## config.mk

```make
export PLATFORM = sky130hd
export DESIGN_NAME = poly_synth_voices
export DESIGN_NICKNAME = d
export VERILOG_FILES = /design/src/rtl/poly_synth_voices.sv
export SDC_FILE = /design/constraint.sdc
export NUM_CORES = 1
export LEC_CHECK = 0
export ABC_AREA = 0
export CAP_MARGIN = 20
export CORE_MARGIN = 2
export CORE_UTILIZATION = 60
export DETAILED_ROUTE_END_ITERATION = 10
export GPL_TIMING_DRIVEN = 0
export PLACE_DENSITY = 0.83
export SYNTH_ARGS = -nofsm -noshare
export SYNTH_HDL_FRONTEND = slang
export SYNTH_SLANG_ARGS = --single-unit
```

## constraint.sdc

```tcl
create_clock -name clock -period 9.8 [get_ports clock]
set_input_delay 2.94 -clock clock [delete_from_list [all_inputs] [get_ports clock]]
set_output_delay 2.94 -clock clock [all_outputs]
set_load 0.005 [all_outputs]
```

## src/rtl/poly_synth_voices.sv

```systemverilog
// poly_synth_voices
//   Polyphonic voice engine. Parses a MIDI byte stream (note-on/note-off on a
//   single channel, with running status), allocates notes to VOICES
//   phase-accumulator oscillators and mixes them into one offset-binary
//   sample stream for the sigma-delta converter.
//
// Ports
//   clock          system clock
//   reset          synchronous, active-high
//   i_rx_valid     one-cycle strobe, i_rx_byte valid
//   i_rx_byte      received MIDI byte
//   i_wave_sel     0 = saw, 1 = square (sampled per voice during the scan)
//   o_audio        unsigned mixed sample (offset binary)
//   o_audio_valid  one-cycle strobe when o_audio updates
//   o_voice_active per-voice busy flags
//
// Build option
//   SYNTH_VOICE_STEAL_EN  when defined, a note-on with all voices busy steals
//                         the oldest voice; otherwise such a note-on is dropped.
module poly_synth_voices #(
    parameter int unsigned VOICES          = 4,
    parameter int unsigned AUDIO_WIDTH     = 8,
    parameter int unsigned ACC_WIDTH       = 24,
    parameter int unsigned CLK_HZ          = 25_000_000,
    parameter int unsigned CLKS_PER_SAMPLE = 512,
    parameter int unsigned MIDI_CHANNEL    = 0
) (
    input  logic                   clock,
    input  logic                   reset,
    input  logic                   i_rx_valid,
    input  logic [7:0]             i_rx_byte,
    input  logic                   i_wave_sel,
    output logic [AUDIO_WIDTH-1:0] o_audio,
    output logic                   o_audio_valid,
    output logic [VOICES-1:0]      o_voice_active
);

    localparam int unsigned LOG_V = $clog2(VOICES);
    localparam int unsigned MIX_W = AUDIO_WIDTH + LOG_V;
    localparam int unsigned CNT_W = (CLKS_PER_SAMPLE > 1) ? $clog2(CLKS_PER_SAMPLE) : 1;

    localparam logic [7:0] NOTE_ON_STATUS  = {4'h9, 4'(MIDI_CHANNEL)};
    localparam logic [7:0] NOTE_OFF_STATUS = {4'h8, 4'(MIDI_CHANNEL)};

    localparam logic [AUDIO_WIDTH-1:0]        SIGN_BIT = {1'b1, {(AUDIO_WIDTH-1){1'b0}}};
    localparam logic signed [AUDIO_WIDTH-1:0] SQ_POS   = {1'b0, {(AUDIO_WIDTH-1){1'b1}}};
    localparam logic signed [AUDIO_WIDTH-1:0] SQ_NEG   = -SQ_POS;

    // Phase increment for the top octave (notes 120..131), rounded.
    function automatic logic [ACC_WIDTH-1:0] calc_inc(input int unsigned k);
        real fs;
        real freq;
        real inc;
        fs   = real'(CLK_HZ) / real'(CLKS_PER_SAMPLE);
        freq = 440.0 * (2.0 ** ((real'(k) + 51.0) / 12.0));
        inc  = (2.0 ** ACC_WIDTH) * freq / fs;
        return ACC_WIDTH'(longint'(inc));
    endfunction

    function automatic logic signed [AUDIO_WIDTH-1:0] voice_sample(
        input logic [ACC_WIDTH-1:0] ph,
        input logic                 square
    );
        if (square)
            return ph[ACC_WIDTH-1] ? SQ_NEG : SQ_POS;
        return $signed(ph[ACC_WIDTH-1 -: AUDIO_WIDTH] ^ SIGN_BIT);
    endfunction

    logic [ACC_WIDTH-1:0] inc_table [12];

    for (genvar k = 0; k < 12; k++) begin : g_inc
        localparam logic [ACC_WIDTH-1:0] INC_K = calc_inc(k);
        assign inc_table[k] = INC_K;
    end

    // ---------------------------------------------------------------- parser
    typedef enum logic [1:0] {
        P_IDLE,
        P_NOTE,
        P_VEL
    } parse_t;

    parse_t     state_q, state_nx;
    logic       is_on_q, is_on_nx;
    logic [6:0] note_q, note_nx;
    logic       ev_valid;
    logic       ev_on;

    always_ff @(posedge clock) begin
        if (reset) begin
            state_q <= P_IDLE;
            is_on_q <= 1'b0;
            note_q  <= '0;
        end else begin
            state_q <= state_nx;
            is_on_q <= is_on_nx;
            note_q  <= note_nx;
        end
    end

    always_comb begin
        state_nx = state_q;
        is_on_nx = is_on_q;
        note_nx  = note_q;
        ev_valid = 1'b0;
        ev_on    = 1'b0;
        if (i_rx_valid) begin
            if (i_rx_byte[7]) begin
                // Real-time bytes (F8..FF) pass through without touching state.
                if (i_rx_byte < 8'hF8) begin
                    if (i_rx_byte == NOTE_ON_STATUS) begin
                        state_nx = P_NOTE;
                        is_on_nx = 1'b1;
                    end else if (i_rx_byte == NOTE_OFF_STATUS) begin
                        state_nx = P_NOTE;
                        is_on_nx = 1'b0;
                    end else begin
                        state_nx = P_IDLE;
                        is_on_nx = 1'b0;
                    end
                end
            end else begin
                case (state_q)
                    P_NOTE: begin
                        note_nx  = i_rx_byte[6:0];
                        state_nx = P_VEL;
                    end
                    P_VEL: begin
                        ev_valid = 1'b1;
                        ev_on    = is_on_q && (i_rx_byte[6:0] != 7'd0);
                        state_nx = P_NOTE;
                    end
                    default: ;
                endcase
            end
        end
    end

    // ------------------------------------------------------------ allocation
    logic [VOICES-1:0]    active_q;
    logic [6:0]           vnote_q [VOICES];
    logic [ACC_WIDTH-1:0] inc_q   [VOICES];
    logic [ACC_WIDTH-1:0] phase_q [VOICES];
    logic [VOICES-1:0]    match_vec;
    logic [VOICES-1:0]    alloc_vec;
    logic [VOICES-1:0]    off_vec;
    logic                 found;

    logic [3:0]           note_oct;
    logic [3:0]           note_semi;
    logic [ACC_WIDTH-1:0] new_inc;

    assign note_oct  = 4'(note_q / 7'd12);
    assign note_semi = 4'(note_q % 7'd12);
    assign new_inc   = inc_table[note_semi] >> (4'd10 - note_oct);

`ifdef SYNTH_VOICE_STEAL_EN
    localparam int unsigned AGE_W = LOG_V + 2;

    logic [AGE_W-1:0]  age_q [VOICES];
    logic [AGE_W-1:0]  best_age;
    logic [VOICES-1:0] steal_vec;

    // Oldest voice wins; strict compare keeps the lowest index on a tie.
    always_comb begin
        steal_vec    = '0;
        steal_vec[0] = 1'b1;
        best_age     = age_q[0];
        for (int unsigned i = 1; i < VOICES; i++) begin
            if (age_q[i] > best_age) begin
                steal_vec    = '0;
                steal_vec[i] = 1'b1;
                best_age     = age_q[i];
            end
        end
    end

    // Every allocation ages the other busy voices; the new one restarts at 0.
    always_ff @(posedge clock) begin
        if (reset) begin
            for (int unsigned i = 0; i < VOICES; i++)
                age_q[i] <= '0;
        end else if (|alloc_vec) begin
            for (int unsigned i = 0; i < VOICES; i++) begin
                if (alloc_vec[i])
                    age_q[i] <= '0;
                else if (active_q[i] && (age_q[i] != '1))
                    age_q[i] <= age_q[i] + AGE_W'(1);
            end
        end
    end
`endif

    always_comb begin
        match_vec = '0;
        alloc_vec = '0;
        off_vec   = '0;
        found     = 1'b0;
        for (int unsigned i = 0; i < VOICES; i++)
            match_vec[i] = active_q[i] && (vnote_q[i] == note_q);
        if (ev_valid && !ev_on)
            off_vec = match_vec;
        if (ev_valid && ev_on) begin
            for (int unsigned i = 0; i < VOICES; i++) begin
                if (!found && match_vec[i]) begin
                    alloc_vec[i] = 1'b1;
                    found        = 1'b1;
                end
            end
            for (int unsigned i = 0; i < VOICES; i++) begin
                if (!found && !active_q[i]) begin
                    alloc_vec[i] = 1'b1;
                    found        = 1'b1;
                end
            end
`ifdef SYNTH_VOICE_STEAL_EN
            if (!found)
                alloc_vec = steal_vec;
`endif
        end
    end

    // ------------------------------------------------------- scan and mixing
    logic [CNT_W-1:0]              cnt_q;
    logic                          scan_run_q;
    logic [VOICES-1:0]             scan_sel;
    logic signed [AUDIO_WIDTH-1:0] scan_sample;
    logic signed [MIX_W-1:0]       mix_q;
    logic [AUDIO_WIDTH-1:0]        mix_out;

    // A voice being allocated or released in its own scan slot contributes 0.
    always_comb begin
        scan_sel    = '0;
        scan_sample = '0;
        for (int unsigned i = 0; i < VOICES; i++) begin
            scan_sel[i] = scan_run_q && (cnt_q == CNT_W'(i));
            if (scan_sel[i] && active_q[i] && !alloc_vec[i] && !off_vec[i])
                scan_sample = voice_sample(phase_q[i], i_wave_sel);
        end
    end

    assign mix_out = AUDIO_WIDTH'(mix_q >>> LOG_V) ^ SIGN_BIT;

    always_ff @(posedge clock) begin
        if (reset) begin
            active_q <= '0;
            for (int unsigned i = 0; i < VOICES; i++) begin
                vnote_q[i] <= '0;
                inc_q[i]   <= '0;
                phase_q[i] <= '0;
            end
        end else begin
            for (int unsigned i = 0; i < VOICES; i++) begin
                if (alloc_vec[i]) begin
                    active_q[i] <= 1'b1;
                    vnote_q[i]  <= note_q;
                    inc_q[i]    <= new_inc;
                    phase_q[i]  <= '0;
                end else if (off_vec[i]) begin
                    active_q[i] <= 1'b0;
                    phase_q[i]  <= '0;
                end else if (scan_sel[i] && active_q[i]) begin
                    phase_q[i] <= phase_q[i] + inc_q[i];
                end
            end
        end
    end

    always_ff @(posedge clock) begin
        if (reset) begin
            cnt_q         <= '0;
            scan_run_q    <= 1'b0;
            mix_q         <= '0;
            o_audio       <= SIGN_BIT;
            o_audio_valid <= 1'b0;
        end else begin
            o_audio_valid <= 1'b0;
            if (cnt_q == CNT_W'(CLKS_PER_SAMPLE - 1)) begin
                cnt_q      <= '0;
                scan_run_q <= 1'b1;
                mix_q      <= '0;
            end else begin
                cnt_q <= cnt_q + CNT_W'(1);
            end
            if (scan_run_q) begin
                if (cnt_q < CNT_W'(VOICES)) begin
                    mix_q <= mix_q + MIX_W'(scan_sample);
                end else if (cnt_q == CNT_W'(VOICES)) begin
                    o_audio       <= mix_out;
                    o_audio_valid <= 1'b1;
                    scan_run_q    <= 1'b0;
                end
            end
        end
    end

    assign o_voice_active = active_q;

endmodule

```

==> results.toml, run 1 <==
[yosys]
syn_area_per_cell_um2 = 10.1
synth.distinct_cells = 112
synthArstFlopShare_pct = 0
ys_top_cells_by_area = "edfxtp_1 (38%), ha_1 (8.3%), nor2_1 (6.3%)"
netlist.area_leader.share_pct = 38.2
netlist_instances = 1682
yosys.area.top_type = "edfxtp_1"
synth.net_count = 1812
ys_seq_area_share_pct = 43.3
synth_seq_cells = 259
synth_enable_flop_cells = 216
ys.flop_type = "edfxtp_1"
synth_area_um2 = 17000
yosys_warnings = 0

[min_path]
holdPathStages = 1
worst_hold_path_type = "reg2reg"
holdPathEnd = "o_audio[7]$_SDFFE_PP1P_"
hp-start = "o_audio[7]$_SDFFE_PP1P_"

[setup_path]
critical_path_class = "in2reg"
cp-end-kind = "flop"
critPathMaxFanout = 6
path_buf_inv = 1
cp-start-kind = "input pin"
r2r_start = "note_q[6]$_SDFFE_PP0P_"
r2r_cells = 20
cp.arrival_ps = 8450
regToRegEndpoint = "mix_q[9]$_SDFF_PP0_"
cp_cell_sequence = "clkdlybuf4s50_1 -> or4_1 -> o311ai_4 -> o21bai_1 -> a211oi_1 -> nor3b_1 -> a211o_1 -> a221oi_1 -> o31ai_1 -> ha_1 -> a21oi_1 -> o21ai_0 -> a2111oi_0 -> nor3_1 -> a21o_1 -> a21oi_1 -> xnor2_1 -> xnor2_1 -> o31ai_2"
cpLargestDelayFamily = "compound AO/OA/AOI/OAI gates"
r2r_setup_slack_ps = 4100
critical_path.max_stage_delay_ps = 630
critPathRequiredTime_ps = 10220
slowest_stage = "or4_1"

[finish]
n_fill_cell = 2093
post-route-util_pct = 67.1
nNetsFinal = 1871
syn_to_final_growth_pct = 9.93
final_area_um2 = 18600
drive_gt1_share_pct = 8.96

[clock_network]
cts-root-buf = "clkbuf_16"
clk_pin_slew_ps = 60
cts_resized = 0
clock_latency_ps = 550
cts_setup_buffers = 0
cts_sinks = 259
cts_tree = "yes"
htreeDepth = 1
hold_buffers = 0
clockBufferDepth = 3
cts_buffers = 28

[power]
power.leakage_uw = 0.00731
p_per_area_nw_per_um2 = 141
clkPwrFrac_pct = 39.3
swShare_pct = 25.6
p_seq_share_pct = 47.5
p_switching_uw = 671
peakVddDrop_uv = 129
p_int_uw = 1950
p_comb_share_pct = 13.3

[timing]
final.setup_skew_ps = 9.27
rsz0062_at_grt = "no"
timing.fmax_mhz = 124
finalSetupViolCount = 0
fin_setup_tns_ps = 0
finalHoldViolations = 0
fin_crit_ps = 8040
relSlewSlack_pct = 13.0
worstMarginPinSlew_ps = 1300
maxSlewViolCount = 0
fin_crit_sh_pct = 82.0
hold-worst-slack_ps = 478

[floorplan]
die_w_um = 172
die_h_um = 172
std_cell_rows = 61
coreArea_um2 = 27800
num_io_pins = 25
start_util_pct = 61.1
die_area_um2 = 29600

[global_route]
antenna_found_initial = 3
grt_pass1_wl_um = 69400
track_usage_pct = 30.0
grt_max_degree = 32
grt_overflow = 0
first_global_vias = 13300

[routing]
dr.pass1.iters = 7
vias = 13600
ant_nets = 0
drc = 0
drtIter0Drc = 1576
wl_um = 44100
vias_per_cell = 6.36
wl_per_cell_um = 20.6

[place]
dp_hpwl_um = 31900
port_buffers = 22
placed_area_um2 = 17800
gp_congestion = 0.975

[status]
status = "finished, final reports clean"

[flow_run]
cap_violations = 0
cell usage in the layout (no fill, tap or decap), types with 42 or more instances in the layout:
master,netlist,layout
a21o_1,47,47
a21oi_1,99,99
clkbuf_1,43,50
dfxtp_1,43,43
edfxtp_1,216,216
ha_1,113,113
inv_1,49,49
nand2_1,80,80
nor2_1,285,285
nor3_1,42,42
o21ai_0,50,50
xnor2_1,67,67
xor2_1,50,50
worst max-delay path by stage:
| stage | startpoint | endpoint | slack (ps) | cells past startpoint |
|---|---|---|---|---|
| final | i_rx_byte[6] | mix_q[9]$_SDFF_PP0_ | 1760 | 19 |
| after global routing | i_rx_byte[6] | mix_q[9]$_SDFF_PP0_ | 1510 | 19 |
| after CTS | i_rx_byte[6] | mix_q[9]$_SDFF_PP0_ | 1920 | 19 |
| after detailed placement | i_rx_byte[6] | mix_q[9]$_SDFF_PP0_ | 1390 | 19 |
| after global placement | i_rx_byte[6] | mix_q[9]$_SDFF_PP0_ | 1570 | 19 |
| after floorplan | i_rx_byte[6] | mix_q[9]$_SDFF_PP0_ | 2730 | 18 |
worst reg2reg max path, stage by stage (launching register included):
cell and delay, ps:
dfxtp_1 390, buf_2 260, buf_2 350, xnor2_1 170, nand4_1 200, or2_2 380, a41oi_2 310, o211ai_2 160
a211oi_1 560, a221oi_1 210, o31ai_1 530, ha_1 340, a21oi_1 170, o21ai_0 130, a2111oi_0 500, nor3_1 170
a21o_1 210, a21oi_1 160, xnor2_1 150, xnor2_1 160, o31ai_2 70
final cells by class:
type	instances	area [um2]	area share (%)
well taps	378	473	2.54
diodes	1	2.50	0.0134
clock buffers	36	752	4.03
inverters	55	206	1.11
plain buffers	70	354	1.90
multi-input cells	1298	9050	48.6
repair buffers	29	330	1.77
clock inverters	16	126	0.678
flip-flops and latches	259	7350	39.4
power by group through the flow:
stage	Combinational, uW	Clock (uW)	Sequential (uW)
floorplan	245	0	1260
global placement	322	0	1270
detailed placement	336	0	1270
CTS	341	1030	1240
global route	376	1080	1250
finish	348	1030	1240
cells in the mapped netlist (10+ instances only):
cell type,n
or2_2,16
dfxtp_1,43
a31oi_1,16
mux2_2,10
inv_1,49
edfxtp_1,216
o21a_1,13
ha_1,113
o21ai_0,50
a221oi_1,11
nand3_1,28
nand4_1,18
a211oi_1,22
mux4_2,10
nand2b_1,26
clkbuf_1,43
mux2i_1,20
xor2_1,50
a21oi_1,99
a21o_1,47
nor2b_1,27
nor2_1,285
and3_1,14
and2_1,10
o211ai_1,17
or3_1,13
nand3b_1,10
xnor2_1,67
nand2_1,80
o21bai_1,10
nor3_1,42
o31ai_1,13
cell families (layout without fill, tap and decap cells):
family | after synthesis | count (layout) | synth area share, %
muxes | 42 | 42 | 3.39
buffers and inverters | 125 | 206 | 3.30
adders and majority gates | 118 | 118 | 8.93
DFF | 259 | 259 | 43.3
other | 0 | 1 | 0
and+or+nand+nor | 608 | 608 | 17.2
AOI/OAI and AO/OA | 411 | 411 | 17.6
xor gates and xnor gates | 119 | 119 | 6.30
per-layer routing:
metal  wire length [um]  GRT usage (%)
met1              17800           37.9
met2              21000           51.3
met3               3390           4.94
met4               1820           12.9
met5                 11              0
per-stage QoR:
step | setup slack [ps] | total power [uW] | cells
floorplan | 2730 | 1500 | 1682
global placement | 1570 | 1590 | 2082
detailed placement | 1390 | 1600 | 2089
CTS | 1920 | 2610 | 2141
global route | 1510 | 2700 | 2141
finish | 1760 | 2620 | 2142
flip-flops by register name, summed over array words and instances (netlist names):
signal	flops
cnt_q	9
phase_q	96
o_audio	8
inc_q	92
scan_run_q	1
state_q	2
note_q	7
o_audio_valid	1
mix_q	10
o_voice_active	4
vnote_q	28
is_on_q	1
(Power assumes the default switching activity.)
==> run 2: changes to the inputs <==
==> constraint.sdc (replaced) <==
create_clock -name clock -period 8.3 [get_ports clock]
set_input_delay 2.49 -clock clock [delete_from_list [all_inputs] [get_ports clock]]
set_output_delay 2.49 -clock clock [all_outputs]
set_load 0.005 [all_outputs]
==> results of run 2 <==
The final DEF is identical to that of run 1. Status: finished, final reports clean.
Main changes from that run: setup slack after placement 1390 ps -> 341 ps; setup slack after layout 1760 ps -> 714 ps; register-to-register setup slack 4100 ps -> 2600 ps; total power 2620 uW -> 3100 uW; worst IR drop on VDD 129 uV -> 152 uV
==> run 3: changes to the inputs <==
--- a/config.mk
+++ b/config.mk
@@ -8,10 +8,10 @@
 export ABC_AREA = 0
 export CAP_MARGIN = 20
 export CORE_MARGIN = 2
-export CORE_UTILIZATION = 60
+export CORE_UTILIZATION = 29
 export DETAILED_ROUTE_END_ITERATION = 10
 export GPL_TIMING_DRIVEN = 0
-export PLACE_DENSITY = 0.83
+export PLACE_DENSITY = 0.49
 export SYNTH_ARGS = -nofsm -noshare
 export SYNTH_HDL_FRONTEND = slang
 export SYNTH_SLANG_ARGS = --single-unit
==> run 3 against run 2 <==
Compared with the run above: register-to-register slack about the same; clock skew up 21 ps; total power up 8.4%; cell count up 18%; final area up 3.8%; sequential cell count unchanged; clock-buffer cell count up 1; largest power group is now clock; clock power up 21%; combinational power about the same; critical path type unchanged; die area up 100%; utilization down 34 points; largest cell class unchanged; sequential power about the same.
==> results.toml, run 3 (synthesized netlist as in run 1, its figures left out) <==
[place]
place_ws_ps = 198
placed_area_um2 = 18300
port_buffers = 22
dp_hpwl_um = 35400
gp_congestion = 0.877

[finish]
final_area_um2 = 19400
final_cell_mix = "nor2_1 (285), edfxtp_1 (216), ha_1 (113), a21oi_1 (99), nand2_1 (80)"
top_regs = "phase_q x96, inc_q x92, vnote_q x28"
final_common_cell = "nor2_1"
multi_input_area_um2 = 9060
n_fill_cell = 5914
drive_gt1_share_pct = 9.25
antenna_cells = 0
syn_to_final_growth_pct = 14.1
post-route-util_pct = 33.5
largest_reg_flops = 96
seqCellArea_um2 = 7350
top_register = "phase_q"
nNetsFinal = 1877

[setup_path]
r2r_cells = 17
cp-start-kind = "input pin"
crit_path_end = "mix_q[9]$_SDFF_PP0_"
critPathMaxFanout = 6
critPathRequiredTime_ps = 8720
slowest_stage = "or4_1"
crit_start = "i_rx_byte[6]"
r2r_setup_slack_ps = 2600
critical_path.max_stage_delay_ps = 660
cp_cell_sequence = "clkdlybuf4s50_1 -> or4_1 -> o311ai_4 -> o21bai_1 -> a211oi_1 -> nor3b_1 -> a211o_1 -> a221oi_1 -> o31ai_1 -> ha_1 -> a21oi_1 -> o21ai_0 -> a2111oi_0 -> nor3_1 -> a21o_1 -> a21oi_1 -> xnor2_1 -> xnor2_1 -> o31ai_2"
cp-end-kind = "flop"
regToRegEndpoint = "inc_q[2][1]$_SDFFCE_PN0P_"
cp.arrival_ps = 7930
critical_path_class = "in2reg"
r2r_start = "note_q[4]$_SDFFE_PP0P_"

[global_route]
first_global_vias = 13200
grt_pass1_wl_um = 75200
grt_max_degree = 32
grt_overflow = 0
track_usage_pct = 15.9
antenna_found_initial = 1

[power]
clkPwrFrac_pct = 44.0
p_switching_uw = 876
power.leakage_uw = 0.00741
design_power_total_uw = 3360
swShare_pct = 26.1
peakVddDrop_uv = 100
p_comb_share_pct = 12.2
p_per_area_nw_per_um2 = 173
p_seq_share_pct = 43.8
p_int_uw = 2480

[clock_network]
clockBufferDepth = 3
cts_resized = 0
cts-root-buf = "clkbuf_16"
cts_sinks = 259
hold_buffers = 0
clk_pin_slew_ps = 60
clock_latency_ps = 550
cts_setup_buffers = 0
htreeDepth = 2
cts_buffers = 34
cts_tree = "yes"

[timing]
finalSetupViolCount = 0
fin_crit_ps = 7510
fin_setup_tns_ps = 0
setup_ws_ps = 794
maxSlewViolCount = 0
finalHoldViolations = 0
rsz0062_at_grt = "no"
worstMarginPinSlew_ps = 1110
fin_crit_sh_pct = 90.4
timing.fmax_mhz = 133
relSlewSlack_pct = 25.6
final.setup_skew_ps = 30.1

[floorplan]
coreArea_um2 = 57800
start_util_pct = 29.3
std_cell_rows = 88
die_area_um2 = 60400
die_w_um = 246
num_io_pins = 25
die_h_um = 246

[routing]
wl_per_cell_um = 18.9
drc = 0
dr.pass1.iters = 7
route.met2.wl_um = 22400
drtIter0Drc = 916
wl_um = 47900
top_layer = "met5"
vias = 13200
vias_per_cell = 5.18
wl_met3_um = 1650
wl_met1_um = 22900
ant_nets = 0

[flow_run]
cap_violations = 0

[min_path]
worst_hold_path_type = "reg2reg"

[status]
status = "finished, final reports clean"
## run 3: cell count changes in the layout (fill, tap and decap cells not counted), sizes merged
cell    change
diode       -1
clkinv      +5
clkbuf      +1
bufinv      +2
inv         +2
## run 3: how the worst min path moves through the flow
| stage | startpoint | endpoint | slack (ps) | cells past startpoint |
|---|---|---|---|---|
| floorplan | cnt_q[0]$_SDFF_PP0_ | cnt_q[0]$_SDFF_PP0_ | 440 | 1 |
| global placement | o_audio[7]$_SDFFE_PP1P_ | o_audio[7]$_SDFFE_PP1P_ | 450 | 1 |
| detailed placement | o_audio[7]$_SDFFE_PP1P_ | o_audio[7]$_SDFFE_PP1P_ | 460 | 1 |
| CTS | o_audio[7]$_SDFFE_PP1P_ | o_audio[7]$_SDFFE_PP1P_ | 480 | 1 |
| global route | o_audio[7]$_SDFFE_PP1P_ | o_audio[7]$_SDFFE_PP1P_ | 510 | 1 |
| finish | o_audio[7]$_SDFFE_PP1P_ | o_audio[7]$_SDFFE_PP1P_ | 470 | 1 |
## run 3: through the flow
step           hold WS [ps]  cells
2_1_floorplan           445   1682
3_3_place_gp            454   2469
3_5_place_dp            460   2476
4_1_cts                 477   2538
5_1_grt                 513   2538
6_report                474   2538
## run 3: area by class of cell
class | count | area share, %
plain buffers | 70 | 1.83
repair buffers | 29 | 1.78
well taps | 765 | 4.94
flip-flops and latches | 259 | 38.0
clock inverters | 25 | 1.18
inverters | 55 | 1.07
clock buffers | 37 | 4.45
multi-input cells | 1298 | 46.8
## run 3: power groups by stage
stage,Sequential [uW],Clock [uW],Combinational (uW)
2_1_floorplan,1490,0,292
3_5_place_dp,1500,0,405
6_report,1470,1480,411
4_1_cts,1470,1510,408
3_3_place_gp,1500,0,396
5_1_grt,1470,1570,451
## run 3: worst max-delay path: cells and delay by family
| family | cells | cell delay [ps] |
|---|---|---|
| XOR/XNOR | 2 | 310 |
| AO/OA/AOI/OAI | 12 | 2930 |
| adder cells (fa/ha/maj) | 1 | 330 |
| AND/OR/NAND/NOR | 3 | 1360 |
| buffers and inverters | 1 | 480 |
## run 3: metal layers
| metal | GRT usage [%] | vias to the layer above |
|---|---|---|
| li1 | - | 6377 |
| met1 | 21.5 | 6473 |
| met2 | 26.5 | 239 |
| met3 | 2.49 | 68 |
| met4 | 3.78 | 2 |
| met5 | 0 | - |
